[config.mk]
export PLATFORM = sky130hd
export DESIGN_NAME = apb2axi_cmd_arb
export DESIGN_NICKNAME = d
export VERILOG_FILES = /design/src/rtl/apb2axi_cmd_arb.sv
export SDC_FILE = /design/constraint.sdc
export NUM_CORES = 1
export LEC_CHECK = 0
export CORE_ASPECT_RATIO = 1.1
export CORE_MARGIN = 5
export CORE_UTILIZATION = 66
export CTS_CLUSTER_SIZE = 8
export DETAILED_ROUTE_END_ITERATION = 12
export DONT_BUFFER_PORTS = 1
export PLACE_DENSITY = 0.8
export SLEW_MARGIN = 20
export SYNTH_ARGS = -nofsm -noshare
export SYNTH_HDL_FRONTEND = slang
export SYNTH_SLANG_ARGS = --single-unit
[constraint.sdc]
create_clock -name aclk -period 16 [get_ports aclk]
set_input_delay 1.6 -clock aclk [delete_from_list [all_inputs] [get_ports aclk]]
set_output_delay 1.6 -clock aclk [all_outputs]
set_load 0.02 [all_outputs]
[src/rtl/apb2axi_cmd_arb.sv]
// Per-channel command FIFOs feeding one downstream port through a registered round-robin grant,
// with per-channel outstanding-command limits. Define APB2AXI_CMD_ARB_STRICT_PRIO_EN for fixed priority.
module apb2axi_cmd_arb #(
  parameter int unsigned NUM_CH    = 2,
  parameter int unsigned ENTRY_W   = 64,
  parameter int unsigned DEPTH     = 4,
  parameter int unsigned MAX_OUTST = 8
) (
  input  logic                        aclk,
  input  logic                        aresetn,
  input  logic [NUM_CH-1:0]           push_vld,
  output logic [NUM_CH-1:0]           push_rdy,
  input  logic [NUM_CH*ENTRY_W-1:0]   push_data,
  output logic                        pop_vld,
  input  logic                        pop_rdy,
  output logic [ENTRY_W-1:0]          pop_data,
  output logic [$clog2(NUM_CH)-1:0]   pop_ch,
  input  logic                        cpl_vld,
  input  logic [$clog2(NUM_CH)-1:0]   cpl_ch,
  output logic [NUM_CH*4-1:0]         outst_cnt,
  output logic                        cpl_err
);

  localparam int unsigned CH_W  = $clog2(NUM_CH);
  localparam int unsigned PTR_W = $clog2(DEPTH);

  typedef enum logic {StIdle, StGrant} state_e;

  logic [ENTRY_W-1:0] mem_q [NUM_CH][DEPTH];
  logic [PTR_W-1:0]   wptr_q [NUM_CH];
  logic [PTR_W-1:0]   wptr_d [NUM_CH];
  logic [PTR_W-1:0]   rptr_q [NUM_CH];
  logic [PTR_W-1:0]   rptr_d [NUM_CH];
  logic [PTR_W:0]     cnt_q  [NUM_CH];
  logic [PTR_W:0]     cnt_d  [NUM_CH];
  logic [3:0]         outst_q [NUM_CH];
  logic [3:0]         outst_d [NUM_CH];

  logic [NUM_CH-1:0] full, push_en, pop_en, cpl_en, elig_d;
  logic              cpl_err_q, cpl_err_d;
  logic [CH_W-1:0]   rr_q, rr_d, grant_ch_q, grant_ch_d, sel_ch, idx;
  logic              sel_vld, hs;
  state_e            state_q, state_d;

  // FIFO and outstanding-count next state, plus next-cycle eligibility
  always_comb begin
    hs        = (state_q == StGrant) && pop_rdy;
    cpl_err_d = cpl_err_q;
    for (int c = 0; c < NUM_CH; c++) begin
      full[c]     = (cnt_q[c] == (PTR_W+1)'(DEPTH));
      push_rdy[c] = aresetn && !full[c];
      push_en[c]  = push_vld[c] && !full[c];
      pop_en[c]   = hs && (grant_ch_q == CH_W'(c));
      cpl_en[c]   = cpl_vld && (cpl_ch == CH_W'(c)) && (outst_q[c] != 4'd0);
      if (cpl_vld && (cpl_ch == CH_W'(c)) && (outst_q[c] == 4'd0)) cpl_err_d = 1'b1;
      wptr_d[c]   = wptr_q[c] + PTR_W'(push_en[c]);
      rptr_d[c]   = rptr_q[c] + PTR_W'(pop_en[c]);
      cnt_d[c]    = cnt_q[c] + (PTR_W+1)'(push_en[c]) - (PTR_W+1)'(pop_en[c]);
      outst_d[c]  = outst_q[c] + 4'(pop_en[c]) - 4'(cpl_en[c]);
      elig_d[c]   = (cnt_d[c] != '0) && (outst_d[c] < 4'(MAX_OUTST));
    end
  end

  // Selection looks at next-cycle state so a grant can be registered in the push cycle's edge
  always_comb begin
    int unsigned start;
    rr_d = rr_q;
    if (hs) rr_d = (grant_ch_q == CH_W'(NUM_CH - 1)) ? '0 : grant_ch_q + CH_W'(1);
`ifdef APB2AXI_CMD_ARB_STRICT_PRIO_EN
    start = 0;
`else
    start = int'(rr_d);
`endif
    sel_vld = 1'b0;
    sel_ch  = '0;
    idx     = '0;
    for (int unsigned i = 0; i < NUM_CH; i++) begin
      idx = CH_W'((start + i) % NUM_CH);
      if (!sel_vld && elig_d[idx]) begin
        sel_vld = 1'b1;
        sel_ch  = idx;
      end
    end
  end

  always_comb begin
    state_d    = state_q;
    grant_ch_d = grant_ch_q;
    unique case (state_q)
      StIdle: begin
        if (sel_vld) begin
          state_d    = StGrant;
          grant_ch_d = sel_ch;
        end
      end
      StGrant: begin
        if (hs) begin
          if (sel_vld) grant_ch_d = sel_ch;
          else         state_d    = StIdle;
        end
      end
      default: state_d = StIdle;
    endcase
  end

  always_comb begin
    pop_vld  = (state_q == StGrant);
    pop_ch   = grant_ch_q;
    pop_data = pop_vld ? mem_q[grant_ch_q][rptr_q[grant_ch_q]] : '0;
    cpl_err  = cpl_err_q;
    for (int c = 0; c < NUM_CH; c++) outst_cnt[c*4 +: 4] = outst_q[c];
  end

  always_ff @(posedge aclk or negedge aresetn) begin
    if (!aresetn) begin
      state_q    <= StIdle;
      grant_ch_q <= '0;
      rr_q       <= '0;
      cpl_err_q  <= 1'b0;
    end else begin
      state_q    <= state_d;
      grant_ch_q <= grant_ch_d;
      rr_q       <= rr_d;
      cpl_err_q  <= cpl_err_d;
    end
  end

  always_ff @(posedge aclk or negedge aresetn) begin
    if (!aresetn) begin
      for (int c = 0; c < NUM_CH; c++) begin
        wptr_q[c]  <= '0;
        rptr_q[c]  <= '0;
        cnt_q[c]   <= '0;
        outst_q[c] <= '0;
      end
    end else begin
      for (int c = 0; c < NUM_CH; c++) begin
        wptr_q[c]  <= wptr_d[c];
        rptr_q[c]  <= rptr_d[c];
        cnt_q[c]   <= cnt_d[c];
        outst_q[c] <= outst_d[c];
      end
    end
  end

  // Storage is not reset; cleared pointers make stale entries unreachable
  always_ff @(posedge aclk) begin
    for (int c = 0; c < NUM_CH; c++) begin
      if (push_en[c]) mem_q[c][wptr_q[c]] <= push_data[c*ENTRY_W +: ENTRY_W];
    end
  end

endmodule

==> results.yml <==
clocking:
  cts_root_buf: "clkbuf_16"
  post_cts_resized: 0
  cts_setup_buffers: 0
  clkSinkCount: 538
  htreeDepth: 3
  hold_buffers: 0
  cts_buffer_depth: 3
  clk_pin_slew_ns: 0.05
  cts_tree: "built"
  cts_buffers: 77
  clk_latency_ns: 0.57
sta:
  skew_ns: 0.02608
  post-route-period-util_pct: 34.40
  fin_ws_ns: 10.50
  worst_pin_slew_ns: 1.099
  hold_violations: 0
  finalSetupViolCount: 0
  min_period_ns: 5.504
  slew_violations: 0
  fin_setup_tns_ns: 0
  fmax_ghz: 0.1817
  grt_setup_unrepaired: "false"
  timing.slew.headroom_pct: 26.74
die:
  die_y_microns: 200.9
  die_w_microns: 183.5
  fp-row-count: 70
  coreArea_sq_um: 33020
  dieArea_sq_um: 36870
  io_pins: 212
  initial_utilization_pct: 66.21
detailed_routing:
  dr.pass1.iters: 5
  drt-initial-drc-count: 1196
  drc: 0
  antenna_left: 0
  vias: 11450
  detail_route.wl_per_cell_microns: 25.17
  wl_microns: 44520
  routed_via_density: 6.474
synth:
  syn_area_sq_um: 21860
  synth_top_area_cell: "edfxtp_1"
  synthCells: 1311
  ys_seq_area_share_pct: 73.31
  synth_flop_cell: "edfxtp_1"
  synth_top_cell_area_share_pct: 70.33
  syn-mean-instance-area_sq_um: 16.68
  synth-seq-cells: 538
  synthArstFlopShare_pct: 4.833
  yosysWarnings: 0
  synth_enable_flop_cells: 512
  synth.top_cells.by_count: "edfxtp_1 (512), a211oi_1 (256), nor2b_1 (132), mux2i_1 (128), o21a_1 (64)"
  synth.most_common_cell: "edfxtp_1"
  syn_nets: 1462
  yosys-top-cells-area: "edfxtp_1 (70%), a211oi_1 (8.8%), mux2i_1 (5.9%), nor2b_1 (3.8%), dfrtp_1 (3.0%)"
  synth.distinct_cells: 38
critical_path:
  cp_max_fo: 54
  worstRegToRegCells: 11
  r2r-end: "pop_ch$_DFFE_PN0P_"
  reg2reg_slack_ns: 12.10
  worst_setup_path_start_kind: "flip-flop"
  required_ns: 14.40
  crit_arrival_ns: 3.90
  crit_type: "flip-flop to output pin"
  crit_slowest_cell: "buf_4"
  cp-end-kind: "output pin"
  path_cells: "buf_4 -> buf_4 -> mux2i_1 -> a211oi_1 -> o21a_1"
  cpMostUsedCell: "buf_4"
  regToRegStartpoint: "pop_vld$_DFF_PN0_"
  path_delay_family: "buffers and inverters"
  timing.critical_path.buf_inv: 2
  cpPeakStageDelay_ns: 0.83
power:
  finalPower_mw: 5.157
  power_density_nw_per_um2: 213.8
  vdd_drop_max_v: 0.0001613
  p_leak_nw: 8.022
global_route:
  grt_max_degree: 117
  grt_pass1_vias: 11700
  grt.overflow.total: 0
  grt_pass1_wl_microns: 67360
  antenna_found_initial: 0
  track_usage_pct: 24.13
layout:
  drive_gt1_share_pct: 9.125
  diodes: 0
  fillers: 1865
  syn_to_final_growth_pct: 10.32
  multiInputGateArea_sq_um: 5239
  nets: 1467
  seqCellArea_sq_um: 16040
run_status:
  status: "complete, no violations"
placement:
  io_buffer_count: 0
  gp_congestion: 0.7540
  place_hpwl_microns: 24780
  post-place-ws_ns: 11.16
min_path:
  min_to: "rr_q$_DFF_PN0_"
  worstHoldStart: "rr_q$_DFF_PN0_"
  hold_class: "flip-flop to flip-flop"
  hold_path_depth: 1
run:
  maxCapViolCount: 0
## metal layers
layer	part of all wire, %	vias up	track usage [%]
met1	37	5728	29.43
met3	9.9	75	8.789
met2	51	464	40.23
met5	0	-	0
met4	2.5	0	7.983
li1	-	5186	-
## cell type report
type / count / share of cell area (%)
Inverter: 18 / 0.2802
Sequential cell: 538 / 66.50
Clock inverter: 6 / 0.2179
Tap cell: 432 / 2.241
Clock buffer: 94 / 8.431
Timing Repair Buffer: 19 / 0.6070
Multi-Input combinational cell: 662 / 21.72
## cell families (layout without fill, tap and decap cells)
family                   count (synthesis)  after routing  share of synthesized area (%)
AO/OA/AOI/OAI                          331            331                          11.35
XOR/XNOR                                15             15                         0.6639
adder cells (fa/ha/maj)                 16             16                          1.053
buffers and inverters                  111            137                          2.947
flip-flops                             538            538                          73.31
multiplexers                           130            130                          6.015
AND/OR/NAND/NOR                        170            170                          4.665
## where the power goes
part,switching [mW],total (mW),internal (mW)
clock,0.534,1.41,0.878
combinational,1.16,1.69,0.532
sequential,0.172,2.05,1.88
total,1.87,5.16,3.29
## cells in the final DEF (no fill, tap or decap), types with 2 or more instances in the layout
cell	instances
a211oi_1	256
a21o_1	4
a21oi_1	2
and3_4	2
buf_4	18
clkbuf_1	15
clkbuf_16	79
dfrtp_1	22
dfrtp_4	3
edfxtp_1	512
fa_1	4
ha_1	12
inv_1	18
inv_6	5
mux2i_1	128
nand2_1	12
nand3_1	3
nand4_1	2
nor2_1	4
nor2_4	3
nor2b_1	132
nor3_2	2
nor3b_1	2
nor3b_2	2
o21a_1	64
or2_2	2
xnor2_1	8
xor2_1	6
## state kept, by name (all words and copies together) (netlist names)
register,count
rptr_q,4
wptr_q,4
outst_cnt,8
cpl_err,1
mem_q,512
pop_vld,1
rr_q,1
pop_ch,1
cnt_q,6
## per-stage QoR
step                      area [sq um]  std cells  hold WS, ns  utilization (%)
final                            24120       1769       0.4780            73.04
after global routing             24120       1769       0.5116            73.04
after CTS                        24110       1769       0.4772            73.03
after detailed placement         22030       1669       0.4651            66.71
after global placement           22030       1669       0.4564            66.71
after floorplan                  21860       1311       0.4447                -
## how the worst max path moves through the flow
| stage | startpoint | end | cells past startpoint |
|---|---|---|---|
| 2_1_floorplan | push_vld[1] | mem_q[1][192]$_DFFE_PP_ | 3 |
| 3_3_place_gp | rptr_q[0]$_DFF_PN0_ | pop_data[2] | 5 |
| 3_5_place_dp | rptr_q[0]$_DFF_PN0_ | pop_data[11] | 5 |
| 4_1_cts | rptr_q[0]$_DFF_PN0_ | pop_data[8] | 5 |
| 5_1_grt | rptr_q[0]$_DFF_PN0_ | pop_data[3] | 5 |
| 6_report | rptr_q[0]$_DFF_PN0_ | pop_data[8] | 5 |
Note: power is estimated with default switching activity, not from simulation.
